<file path="src/rtl/overlap_window_split_pkg.sv">
// Shared definitions for the overlap window splitter.
//   - default parameter set and the widths derived from it
//   - helper functions so any parameterisation derives the same widths
//   - FSM state encoding
package overlap_window_split_pkg;

    localparam int DEF_PIX_WIDTH       = 8;
    localparam int DEF_SIZE_OF_INPUT   = 5;
    localparam int DEF_SIZE_OF_FEATURE = 2;
    localparam int DEF_SIZE_OF_WEIGHT  = 5;
    localparam int DEF_STRIDE          = 2;

    // Columns consumed per row: windows share (W - STRIDE) columns.
    function automatic int row_in_cols(input int f, input int s, input int w);
        return (f - 1) * s + w;
    endfunction

    // Columns produced per row: every window is emitted in full.
    function automatic int row_out_cols(input int f, input int w);
        return f * w;
    endfunction

    // Index/count width able to hold 0..n.
    function automatic int idx_w(input int n);
        return $clog2(n) + 1;
    endfunction

    // Pointer width addressing 0..n-1 (at least one bit).
    function automatic int ptr_w(input int n);
        return (n > 1) ? $clog2(n) : 1;
    endfunction

    localparam int COL_W        = DEF_SIZE_OF_INPUT * DEF_PIX_WIDTH;
    localparam int ROW_IN_COLS  = row_in_cols(DEF_SIZE_OF_FEATURE, DEF_STRIDE, DEF_SIZE_OF_WEIGHT);
    localparam int ROW_OUT_COLS = row_out_cols(DEF_SIZE_OF_FEATURE, DEF_SIZE_OF_WEIGHT);
    localparam int FEAT_W       = idx_w(DEF_SIZE_OF_FEATURE);
    localparam int TAP_W        = idx_w(DEF_SIZE_OF_WEIGHT);

    typedef enum logic {
        FILL = 1'b0,
        EMIT = 1'b1
    } state_e;

endpackage

</file>
<file path="src/rtl/overlap_window_split_if.sv">
// Stream boundary of the window splitter.
//   valid_i/buffer_i/ready_o       : column input handshake
//   valid_o/buffer_o/ready_i       : column output handshake
//   feat_idx_o/tap_idx_o/last_o    : sideband describing the output column
// slave  : the splitter itself
// master : the environment (upstream producer + downstream consumer)
interface overlap_window_split_if #(
    parameter int COL_W  = overlap_window_split_pkg::COL_W,
    parameter int FEAT_W = overlap_window_split_pkg::FEAT_W,
    parameter int TAP_W  = overlap_window_split_pkg::TAP_W
) ();
    logic              valid_i;
    logic [COL_W-1:0]  buffer_i;
    logic              ready_o;
    logic [COL_W-1:0]  buffer_o;
    logic              valid_o;
    logic              ready_i;
    logic [FEAT_W-1:0] feat_idx_o;
    logic [TAP_W-1:0]  tap_idx_o;
    logic              last_o;

    modport slave (
        input  valid_i, buffer_i, ready_i,
        output ready_o, buffer_o, valid_o, feat_idx_o, tap_idx_o, last_o
    );

    modport master (
        output valid_i, buffer_i, ready_i,
        input  ready_o, buffer_o, valid_o, feat_idx_o, tap_idx_o, last_o
    );
endinterface

</file>
<file path="src/rtl/overlap_window_split_col.sv">
// overlap_col_ring: DEPTH-deep column ring buffer.
//   clk_i, rst_i : clock, synchronous active-high reset (pointers only)
//   push_i       : write data_i at (head + cnt) mod DEPTH, cnt++
//   pop_i        : retire STRIDE oldest columns (head += STRIDE, cnt -= STRIDE)
//   clear_i      : drop everything (head = 0, cnt = 0)
//   tap_i        : read offset from head; rd_data_o = mem[(head + tap) mod DEPTH]
//   cnt_o        : number of columns held (0..DEPTH)
// Priority is clear > pop > push; the owner never pushes and pops together.
module overlap_col_ring
    import overlap_window_split_pkg::*;
#(
    parameter int COL_W  = overlap_window_split_pkg::COL_W,
    parameter int DEPTH  = DEF_SIZE_OF_WEIGHT,
    parameter int STRIDE = DEF_STRIDE,
    parameter int PTR_W  = ptr_w(DEPTH),
    parameter int CNT_W  = idx_w(DEPTH)
) (
    input  logic             clk_i,
    input  logic             rst_i,
    input  logic             push_i,
    input  logic             pop_i,
    input  logic             clear_i,
    input  logic [COL_W-1:0] data_i,
    input  logic [PTR_W-1:0] tap_i,
    output logic [COL_W-1:0] rd_data_o,
    output logic [CNT_W-1:0] cnt_o
);
    logic [DEPTH-1:0][COL_W-1:0] mem_q;
    logic [PTR_W-1:0]            head_q, head_d;
    logic [CNT_W-1:0]            cnt_q, cnt_d;
    logic [PTR_W-1:0]            wr_ptr, rd_ptr;

    // Both operands are < DEPTH (cnt == DEPTH never writes), so one
    // conditional subtract is a complete modulo.
    function automatic logic [PTR_W-1:0] wrap_add(input int a, input int b);
        int s = a + b;
        return PTR_W'((s >= DEPTH) ? s - DEPTH : s);
    endfunction

    assign wr_ptr    = wrap_add(int'(head_q), int'(cnt_q));
    assign rd_ptr    = wrap_add(int'(head_q), int'(tap_i));
    assign rd_data_o = mem_q[rd_ptr];
    assign cnt_o     = cnt_q;

    always_comb begin
        head_d = head_q;
        cnt_d  = cnt_q;
        if (clear_i) begin
            head_d = '0;
            cnt_d  = '0;
        end else if (pop_i) begin
            head_d = wrap_add(int'(head_q), STRIDE);
            cnt_d  = cnt_q - CNT_W'(STRIDE);
        end else if (push_i) begin
            cnt_d  = cnt_q + CNT_W'(1);
        end
    end

    always_ff @(posedge clk_i) begin
        if (rst_i) begin
            head_q <= '0;
            cnt_q  <= '0;
        end else begin
            head_q <= head_d;
            cnt_q  <= cnt_d;
        end
    end

    // Storage is never reset: cnt gates what is considered valid.
    always_ff @(posedge clk_i) begin
        if (push_i) mem_q[wr_ptr] <= data_i;
    end

endmodule

</file>
<file path="src/rtl/overlap_window_split.sv">
// overlap_window_split: re-emits one row of input columns as SIZE_OF_FEATURE
// overlapping windows of SIZE_OF_WEIGHT columns, advancing STRIDE columns
// between windows so the overlap region is replayed from the ring buffer.
//   clk_i, rst_i : clock, synchronous active-high reset
//   bus.valid_i/buffer_i/ready_o : column input (accepted only in FILL)
//   bus.valid_o/buffer_o/ready_i : column output (driven only in EMIT)
//   bus.feat_idx_o/tap_idx_o     : window / column-in-window of buffer_o
//   bus.last_o                   : last tap of last window (end of row)
// Input and output never handshake in the same cycle: FILL only accepts,
// EMIT only emits.
module overlap_window_split
    import overlap_window_split_pkg::*;
#(
    parameter int PIX_WIDTH       = DEF_PIX_WIDTH,
    parameter int SIZE_OF_INPUT   = DEF_SIZE_OF_INPUT,
    parameter int SIZE_OF_FEATURE = DEF_SIZE_OF_FEATURE,
    parameter int SIZE_OF_WEIGHT  = DEF_SIZE_OF_WEIGHT,
    parameter int STRIDE          = DEF_STRIDE
) (
    input logic                   clk_i,
    input logic                   rst_i,
    overlap_window_split_if.slave bus
);
    localparam int COL_BITS  = SIZE_OF_INPUT * PIX_WIDTH;
    localparam int FEAT_BITS = idx_w(SIZE_OF_FEATURE);
    localparam int TAP_BITS  = idx_w(SIZE_OF_WEIGHT);
    localparam int PTR_BITS  = ptr_w(SIZE_OF_WEIGHT);

    localparam logic [TAP_BITS-1:0]  TAP_LAST  = TAP_BITS'(SIZE_OF_WEIGHT - 1);
    localparam logic [TAP_BITS-1:0]  CNT_FULL  = TAP_BITS'(SIZE_OF_WEIGHT);
    localparam logic [TAP_BITS-1:0]  CNT_PRE   = TAP_BITS'(SIZE_OF_WEIGHT - 1);
    localparam logic [FEAT_BITS-1:0] FEAT_LAST = FEAT_BITS'(SIZE_OF_FEATURE - 1);

    if (STRIDE < 1 || STRIDE > SIZE_OF_WEIGHT) begin : g_bad_stride
        $error("overlap_window_split: STRIDE must be in 1..SIZE_OF_WEIGHT");
    end

    state_e               state_q;
    logic [TAP_BITS-1:0]  tap_q;
    logic [FEAT_BITS-1:0] feat_q;
    logic [TAP_BITS-1:0]  cnt;
    logic [COL_BITS-1:0]  rd_data;
    logic                 in_hs, out_hs, win_end, row_end;
    logic                 emit;

    assign emit    = (state_q == EMIT);
    assign in_hs   = bus.valid_i & bus.ready_o;
    assign out_hs  = bus.valid_o & bus.ready_i;
    assign win_end = out_hs & (tap_q == TAP_LAST);
    assign row_end = win_end & (feat_q == FEAT_LAST);

    overlap_col_ring #(
        .COL_W  (COL_BITS),
        .DEPTH  (SIZE_OF_WEIGHT),
        .STRIDE (STRIDE)
    ) u_ring (
        .clk_i     (clk_i),
        .rst_i     (rst_i),
        .push_i    (in_hs),
        .pop_i     (win_end & ~row_end),
        .clear_i   (row_end),
        .data_i    (bus.buffer_i),
        .tap_i     (PTR_BITS'(tap_q)),
        .rd_data_o (rd_data),
        .cnt_o     (cnt)
    );

    // All outputs decode registered state only, so nothing on the input
    // side reaches the output side combinationally; they hold under stall
    // because the registers only move on a handshake.
    assign bus.ready_o    = ~emit & (cnt < CNT_FULL);
    assign bus.valid_o    = emit;
    assign bus.buffer_o   = emit ? rd_data : '0;
    assign bus.feat_idx_o = emit ? feat_q  : '0;
    assign bus.tap_idx_o  = emit ? tap_q   : '0;
    assign bus.last_o     = emit & (tap_q == TAP_LAST) & (feat_q == FEAT_LAST);

    always_ff @(posedge clk_i) begin
        if (rst_i) begin
            state_q <= FILL;
            tap_q   <= '0;
            feat_q  <= '0;
        end else begin
            case (state_q)
                FILL: begin
                    // Window complete either already (cnt == W) or with the
                    // handshake landing this cycle.
                    if ((cnt == CNT_FULL) || (in_hs && (cnt == CNT_PRE)))
                        state_q <= EMIT;
                end
                EMIT: begin
                    if (out_hs) begin
                        if (tap_q == TAP_LAST) begin
                            tap_q   <= '0;
                            state_q <= FILL;
                            feat_q  <= row_end ? '0 : feat_q + FEAT_BITS'(1);
                        end else begin
                            tap_q   <= tap_q + TAP_BITS'(1);
                        end
                    end
                end
                default: state_q <= FILL;
            endcase
        end
    end

endmodule
</file>
<file path="src/flat_wrapper.sv">
// flat-port wrapper written by rule: the top's interface ports become plain ports
module overlap_window_split_flat import overlap_window_split_pkg::*;
#(
    parameter int PIX_WIDTH       = DEF_PIX_WIDTH,
    parameter int SIZE_OF_INPUT   = DEF_SIZE_OF_INPUT,
    parameter int SIZE_OF_FEATURE = DEF_SIZE_OF_FEATURE,
    parameter int SIZE_OF_WEIGHT  = DEF_SIZE_OF_WEIGHT,
    parameter int STRIDE          = DEF_STRIDE
)
  (clk_i, rst_i, bus_valid_i, bus_buffer_i, bus_ready_i, bus_ready_o, bus_buffer_o, bus_valid_o, bus_feat_idx_o, bus_tap_idx_o, bus_last_o);
  overlap_window_split_if bus_i ();
  input logic clk_i;
  input logic rst_i;
  input wire logic [$bits(bus_i.valid_i)-1:0] bus_valid_i;
  input wire logic [$bits(bus_i.buffer_i)-1:0] bus_buffer_i;
  input wire logic [$bits(bus_i.ready_i)-1:0] bus_ready_i;
  output wire logic [$bits(bus_i.ready_o)-1:0] bus_ready_o;
  output wire logic [$bits(bus_i.buffer_o)-1:0] bus_buffer_o;
  output wire logic [$bits(bus_i.valid_o)-1:0] bus_valid_o;
  output wire logic [$bits(bus_i.feat_idx_o)-1:0] bus_feat_idx_o;
  output wire logic [$bits(bus_i.tap_idx_o)-1:0] bus_tap_idx_o;
  output wire logic [$bits(bus_i.last_o)-1:0] bus_last_o;
  assign bus_i.valid_i = bus_valid_i;
  assign bus_i.buffer_i = bus_buffer_i;
  assign bus_i.ready_i = bus_ready_i;
  assign bus_ready_o = bus_i.ready_o;
  assign bus_buffer_o = bus_i.buffer_o;
  assign bus_valid_o = bus_i.valid_o;
  assign bus_feat_idx_o = bus_i.feat_idx_o;
  assign bus_tap_idx_o = bus_i.tap_idx_o;
  assign bus_last_o = bus_i.last_o;
  overlap_window_split #(.PIX_WIDTH(PIX_WIDTH), .SIZE_OF_INPUT(SIZE_OF_INPUT), .SIZE_OF_FEATURE(SIZE_OF_FEATURE), .SIZE_OF_WEIGHT(SIZE_OF_WEIGHT), .STRIDE(STRIDE)) u_core (.clk_i(clk_i), .rst_i(rst_i), .bus(bus_i));
endmodule
</file>
<file path="config.mk">
export PLATFORM = sky130hd
export DESIGN_NAME = overlap_window_split_flat
export DESIGN_NICKNAME = d
export VERILOG_FILES = /design/src/rtl/overlap_window_split_pkg.sv /design/src/rtl/overlap_window_split_if.sv /design/src/rtl/overlap_window_split_col.sv /design/src/rtl/overlap_window_split.sv /design/src/flat_wrapper.sv
export SDC_FILE = /design/constraint.sdc
export NUM_CORES = 1
export LEC_CHECK = 0
export BUFFER_PORTS_ARGS = -buffer_cell sky130_fd_sc_hd__buf_4
export CAP_MARGIN = 40
export CORE_AREA = 2 2 186 115
export DETAILED_ROUTE_END_ITERATION = 10
export DIE_AREA = 0 0 188 117
export PLACE_DENSITY = 0.74
export SETUP_SLACK_MARGIN = 0.1
export SLEW_MARGIN = 10
export SYNTH_ARGS = -nofsm -noshare
export SYNTH_HDL_FRONTEND = slang
export SYNTH_SLANG_ARGS = --single-unit
</file>
<file path="constraint.sdc">
create_clock -name clk_i -period 8.4 [get_ports clk_i]
set_clock_uncertainty 0.05 [all_clocks]
set_input_delay 1.68 -clock clk_i [delete_from_list [all_inputs] [get_ports clk_i]]
set_output_delay 1.68 -clock clk_i [all_outputs]
set_load 0.005 [all_outputs]
</file>
After elaboration in Yosys (flattened, before gate mapping):

Index checks and enable logic that the tools add are counted.

* flip-flop bits (word level): 214
* input port bits: 44
* logic and storage cells: 67

* add/subtract/negate cells: 10
* order comparisons: 7
* eq/ne operators: 4
* multiplexer cells: 19
* bitwise logic cells: 10
* reductions and logical operators: 7

Operator list (number)
* $bwmux 200: 1
* $bmux 40 s3: 1
* $demux 40 s3: 1
* $mux 40: 3
* $mux 4: 4
* $eq 4x3->1 const B: 3
* $mux 3: 3
* $sub 3x3->3 const B: 3
* $add 4x1->4 const B: 2
* $and 1x1->1: 8
* $ge 4x3->1 const B: 2
* $lt 3x4->1 const B: 2
* $add 3x4->5: 1
* $ge 5x3->1 const B: 1
* $add 3x2->4 const B: 1
* $add 3x3->4: 1
* $lt 4x3->1 const B: 1
* $mux 2: 2
* $sub 4x2->4 const B: 1
* $ge 3x1->1 const B: 1
* $mux 1: 3
* $reduce_and 3->1: 1
* $add 2x1->2 const B: 1
* $eq 2x1->1 const B: 1
* other kinds (7): 9

Longest topological paths before layout:

* depth in word-level cells: 8
* depth in mapped cells: 11
* depth with buffers taken out: 9

Hierarchy:

Synthesis repeated with hierarchy kept, for this count alone.

* cell total of the unflattened synthesis: 604
* area total of the unflattened synthesis: 9253.9 µm²

By module, submodules not included
* overlap_col_ring: instances 1, cells each 509, area each 8567.0 µm²
* overlap_window_split: instances 1, cells each 95, area each 686.9 µm²

Worst setup path after synthesis:

No wires, ideal clock.

* path type: register to register
* start point: reg u_core.u_ring.cnt_q[0] (netlist: u_core.u_ring.cnt_o[0])
* end point: reg u_core.u_ring.mem_q[0] in the netlist's numbering (enable)
* setup time: 495 ps
* arrival: 5514 ps
* required time: 7855 ps
* path slack: 2340 ps
* stages on the path, launching flop included: 10
* buffers on the path: 0
* clock period less this slack: 6060 ps
* cell sequence: dfxtp_1 ha_1 fa_1 inv_1 ha_1 or3_1 o32a_1 a31oi_2 mux2i_1 nor3b_1

* cells in the longest elaborated chain, start to end: 3

RTL lines
* from (decl): RTL line overlap_window_split_col.sv:30 `logic [CNT_W-1:0] cnt_q, cnt_d;`
* from (signal assigned): RTL line overlap_window_split_col.sv:65 `cnt_q <= cnt_d;`
* $lt 4x3->1: RTL line overlap_window_split.sv:71 `assign bus.ready_o = ~emit & (cnt < CNT_FULL);`
* $and 1x1->1: RTL line overlap_window_split.sv:71
* $and 1x1->1: RTL line overlap_window_split.sv:47 `assign in_hs = bus.valid_i & bus.ready_o;`
* to (signal, indexed assignment): RTL line overlap_window_split_col.sv:71 `if (push_i) mem_q[wr_ptr] <= data_i;`
* to (decl): RTL line overlap_window_split_col.sv:28 `logic [DEPTH-1:0][COL_W-1:0] mem_q;`

Every way passes these cells.
A chain may end at the register's enable or synchronous reset.

Worst setup path in the final report:

* start point: reg u_core.u_ring.head_q[1]
* end point: out bus_buffer_o[14]

* cells in the longest elaborated chain, start to end: 6
* elaborated cells on any way between the ends: 7
* classes of those cells: add/sub: 2; order compare: 1; mux: 4

RTL lines
* from (decl): RTL line overlap_window_split_col.sv:29 `logic [PTR_W-1:0] head_q, head_d;`
* from (signal assigned): RTL line overlap_window_split_col.sv:61 `head_q <= '0;`
* from (signal assigned): RTL line overlap_window_split_col.sv:64 `head_q <= head_d;`
* $add 3x3->4 (*): RTL line overlap_window_split_col.sv:36 `int s = a + b;`
* $ge 4x3->1 or $sub 3x3->3 (tied branches): RTL line overlap_window_split_col.sv:37 `return PTR_W'((s >= DEPTH) ? s - DEPTH : s);`
* $mux 3 (*): RTL line overlap_window_split_col.sv:37
* $bmux 40 s3 (*): RTL line overlap_window_split_col.sv:42 `assign rd_data_o = mem_q[rd_ptr];`
* $mux 40 (implied by the code) (*): RTL line overlap_window_split_col.sv:42
* $mux 40 (*): RTL line overlap_window_split.sv:73 `assign bus.buffer_o = emit ? rd_data : '0;`
* to (decl): RTL line flat_wrapper.sv:18 `output wire logic [$bits(bus_i.buffer_o)-1:0] bus_buffer_o;`

Mark *: on every way between the ends. The rest lies on a longest branch, timed or not. The select of a mux whose other input is x is not followed.

==> flow_metrics.env <==
export IMPL_cts_sinks=214
export IMPL_ys_types=47
export IMPL_hold_start="u_core.feat_q[1]"
export IMPL_dieArea_mm2=0.0220
export IMPL_timing_worst_slew_pin_value_ns=0.774
export IMPL_rows=41
export IMPL_pwr_share_seq_pct=55.3
export IMPL_rr_startpoint="u_core.u_ring.cnt_o[0]"
export IMPL_detailedRoute_firstIterationViolations=336
export IMPL_io_pins=93
export IMPL_cellLeakagePower_uw=0.00428
export IMPL_number_of_standard_cells_after_synthesis=553
export IMPL_synth_edff_count=200
export IMPL_synthMostInstantiatedCell="edfxtp_1"
export IMPL_routed_wl_mm=18.7
export IMPL_detailedPlacementHpwl_mm=10.9
export IMPL_synthesis_nets=620
export IMPL_route_antenna_remaining_nets=0
export IMPL_ys_ff_latch=214
export IMPL_slowest_stage="buf_4"
export IMPL_hp_class="reg -> reg"
export IMPL_pin_count_of_the_biggest_net_entering_global_routing=45
export IMPL_start_util_pct=43.9
export IMPL_endpoint_kind="output port"
export IMPL_worst_path_max_fanout=44
export IMPL_globalRouteOverflowTotal=0
export IMPL_register_area_mm2=0.00629
export IMPL_netlist_area_mm2=0.00899
export IMPL_min_delay_path_depth=2
export IMPL_crit_required_ns=6.67
export IMPL_worst_path_dominant_cell_family="buffers and inverters"
export IMPL_slew_headroom_pct=48.4
export IMPL_avgSynthCellArea_um2=16.3
export IMPL_grt_setup_unrepaired="no"
export IMPL_ys_warn_count=0
export IMPL_cts_resized_gates=0
export IMPL_clock_tree_buffer_depth=3
export IMPL_fin_total_pwr_uw=2220
export IMPL_timing_critical_path_mode_cell="buf_4"
export IMPL_num_antenna_cells=0
export IMPL_first_global_vias=5211
export IMPL_number_of_h_tree_branching_levels=1
export IMPL_numCtsBuffers=21
export IMPL_fillers=1637
export IMPL_setup_worst_path_class="reg -> out"
export IMPL_area_growth_pct=18.4
export IMPL_power_per_cell_area_mw_per_mm2=209
export IMPL_fmax_mhz=177
export IMPL_critical_path_arrival_ns=3.93
export IMPL_clockPowerShare_pct=39.9
export IMPL_setup_tns_ns=0
export IMPL_worst_r2r_dst="u_core.u_ring.mem_q[199]"
export IMPL_core_region_area_mm2=0.0205
export IMPL_dominantRegCellSynth="edfxtp_1"
export IMPL_cts_hold_buffers=0
export IMPL_swShare_pct=20.4
export IMPL_critical_path_max_stage_delay_ns=0.63
export IMPL_timing_final_crit_share_pct=67.4
export IMPL_combinationalPowerShare_pct=4.8
export IMPL_min_to="u_core.feat_q[1]"
export IMPL_vdd_drop_max_mv=0.170
export IMPL_switching_pwr_uw=452
export IMPL_synth_seq_area_share_pct=69.9
export IMPL_power_report_internal_total_uw=1770
export IMPL_timing_hold_violations_final=0
export IMPL_synth_top_cells_by_area="edfxtp_1, mux2i_1, o221ai_1, dfxtp_1, ha_1"
export IMPL_ranking_of_synthesized_cells_by_instance_count="edfxtp_1, mux2i_1, nand3_1, o221ai_1, ha_1"
export IMPL_routability_congestion_estimate_from_global_placement=0.788
export IMPL_post_synth_top_area_fraction_pct=66.8
export IMPL_crit_path_launch_type="flip-flop"
export IMPL_post_cts_setup_buffers=0
export IMPL_die_x_um=188
export IMPL_fin_nets=718
export IMPL_setup_viol=0
export IMPL_maxCapViolations=0
export IMPL_detail_route_drc_violations=0
export IMPL_path_buf_inv=3
export IMPL_drt_pass1_iter_count=5
export IMPL_timing_final_max_slew_violations=0
export IMPL_grt_first_pass_wirelength_mm=28.7
export IMPL_wl_per_cell_um=19.8
export IMPL_worstPathCellList="fa_1 > inv_1 > ha_1 > nor2b_1 > o211a_1 > mux2i_4 > buf_4 > mux2i_1 > o221ai_1 > buf_4"
export IMPL_multi_input_comb_area_mm2=0.00248
export IMPL_tritoncts="built"
export IMPL_cts_root_buf="clkbuf_16"
export IMPL_viasPerCell=5.39
export IMPL_layout_drive_gt1_share_pct=22.7
export IMPL_reg2reg_slack_ns=4.21
export IMPL_grt_antenna_before_repair=1
export IMPL_post_route_util_pct=52.0
export IMPL_all_layer_global_routing_usage_pct=17.1
export IMPL_num_vias=5091
export IMPL_buffer_ports_inserted=92
export IMPL_synthArstFlopShare_pct=0
export IMPL_cts_clk_slew_worst_paths_ns=0.06
export IMPL_worst_skew_pair_late_latency_ns=0.49
export IMPL_dieHeight_um=117
export IMPL_synth_top_area_cell="edfxtp_1"
export IMPL_outcome="complete, no violations"
export IMPL_reg2regPathDepth=10
export IMPL_finalCriticalPeriod_ns=5.66
-- power by group through the flow --
stage | sequential [uW] | combinational [uW] | clock (uW)
2_1_floorplan | 1250 | 54.5 | 0
3_3_place_gp | 1250 | 99.9 | 0
3_5_place_dp | 1250 | 108 | 0
4_1_cts | 1230 | 109 | 910
5_1_grt | 1230 | 118 | 958
6_report | 1230 | 107 | 886
-- final cells by class --
type                            instances  share of cell area (%)
Clock buffer                           30                    5.82
Clock inverter                          8                   0.435
Inverter                               17                   0.599
Multi-Input combinational cell        294                    23.3
Sequential cell                       214                    59.0
Tap cell                              279                    3.28
Timing Repair Buffer                  103                    7.57
-- cells in the final DEF, fill, tap and decap left out, types with 4 or more instances in the layout --
cell       Yosys  routed
dfxtp_1       14      14
ha_1          20      20
buf_4          0     101
and2_1         7       7
nor2_1        13      13
nand3_1       44      44
edfxtp_1     200     200
xnor2_1        7       7
clkbuf_16      0      21
inv_1         16      16
o221ai_1      41      39
nor3_1         7       5
o21ai_0        6       6
mux2i_1       83      82
clkbuf_8       0       6
a21oi_1        9       9
nand2_1       12      12
xor2_1         4       4
-- flip-flops by register name, indices dropped and copies added, names as in the netlist --
register and cells:
u_core.u_ring.cnt_o 4, u_core.tap_q 4, u_core.bus.valid_o 1, u_core.u_ring.mem_q 200, u_core.feat_q 2, u_core.u_ring.head_q 3
-- through the flow --
stage / setup slack (ns) / cell area, um2 / hold WS, ns / instances
after floorplan: 2.34 / 8990 / 0.399 / 553
after detailed placement: 3.25 / 9980 / 0.426 / 907
after CTS: 2.72 / 10600 / 0.435 / 945
after global routing: 2.44 / 10600 / 0.460 / 945
after global placement: 3.40 / 9930 / 0.411 / 905
final: 2.74 / 10600 / 0.435 / 945
-- how the worst max path moves through the flow --
stage / start / to / slack (ns) / depth (start not counted)
after detailed placement: u_core.u_ring.head_q[1] / bus_buffer_o[14] / 3.25 / 10
final: u_core.u_ring.head_q[1] / bus_buffer_o[14] / 2.74 / 10
after CTS: u_core.u_ring.head_q[1] / bus_buffer_o[14] / 2.72 / 10
after floorplan: u_core.u_ring.cnt_o[0] / u_core.u_ring.mem_q[0] / 2.34 / 9
after global routing: u_core.u_ring.head_q[1] / bus_buffer_o[14] / 2.44 / 10
after global placement: u_core.u_ring.head_q[1] / bus_buffer_o[14] / 3.40 / 10
-- worst register-to-register path, stage by stage (launching register included) --
cell and delay (ns):
dfxtp_1 0.38, ha_1 0.24, fa_1 0.57, inv_1 0.09, ha_1 0.19, or3_1 0.32
o32a_1 0.32, a31oi_2 0.32, mux2i_1 0.47, and3_2 0.66, buf_12 0.27
-- routing by layer --
metal,global-route usage [%],vias to the layer above,part of all wire (%)
met5,0,-,0.069
met4,3.46,2,1.4
met3,4.65,28,6.5
met2,29.3,135,47
met1,22.2,2533,45
li1,-,2393,-
-- kinds of logic (layout without fill, tap and decap cells) --
| logic type | count (synthesis) | after routing | share of synthesized area (%) |
|---|---|---|---|
| flops | 214 | 214 | 69.9 |
| simple gates | 101 | 101 | 5.80 |
| mux | 85 | 85 | 9.49 |
| compound gates | 74 | 74 | 6.83 |
| buf+inv | 45 | 158 | 3.41 |
| fa+ha+maj | 23 | 23 | 3.45 |
| xor+xnor | 11 | 11 | 1.07 |
Note: power is estimated with default switching activity, not from simulation.
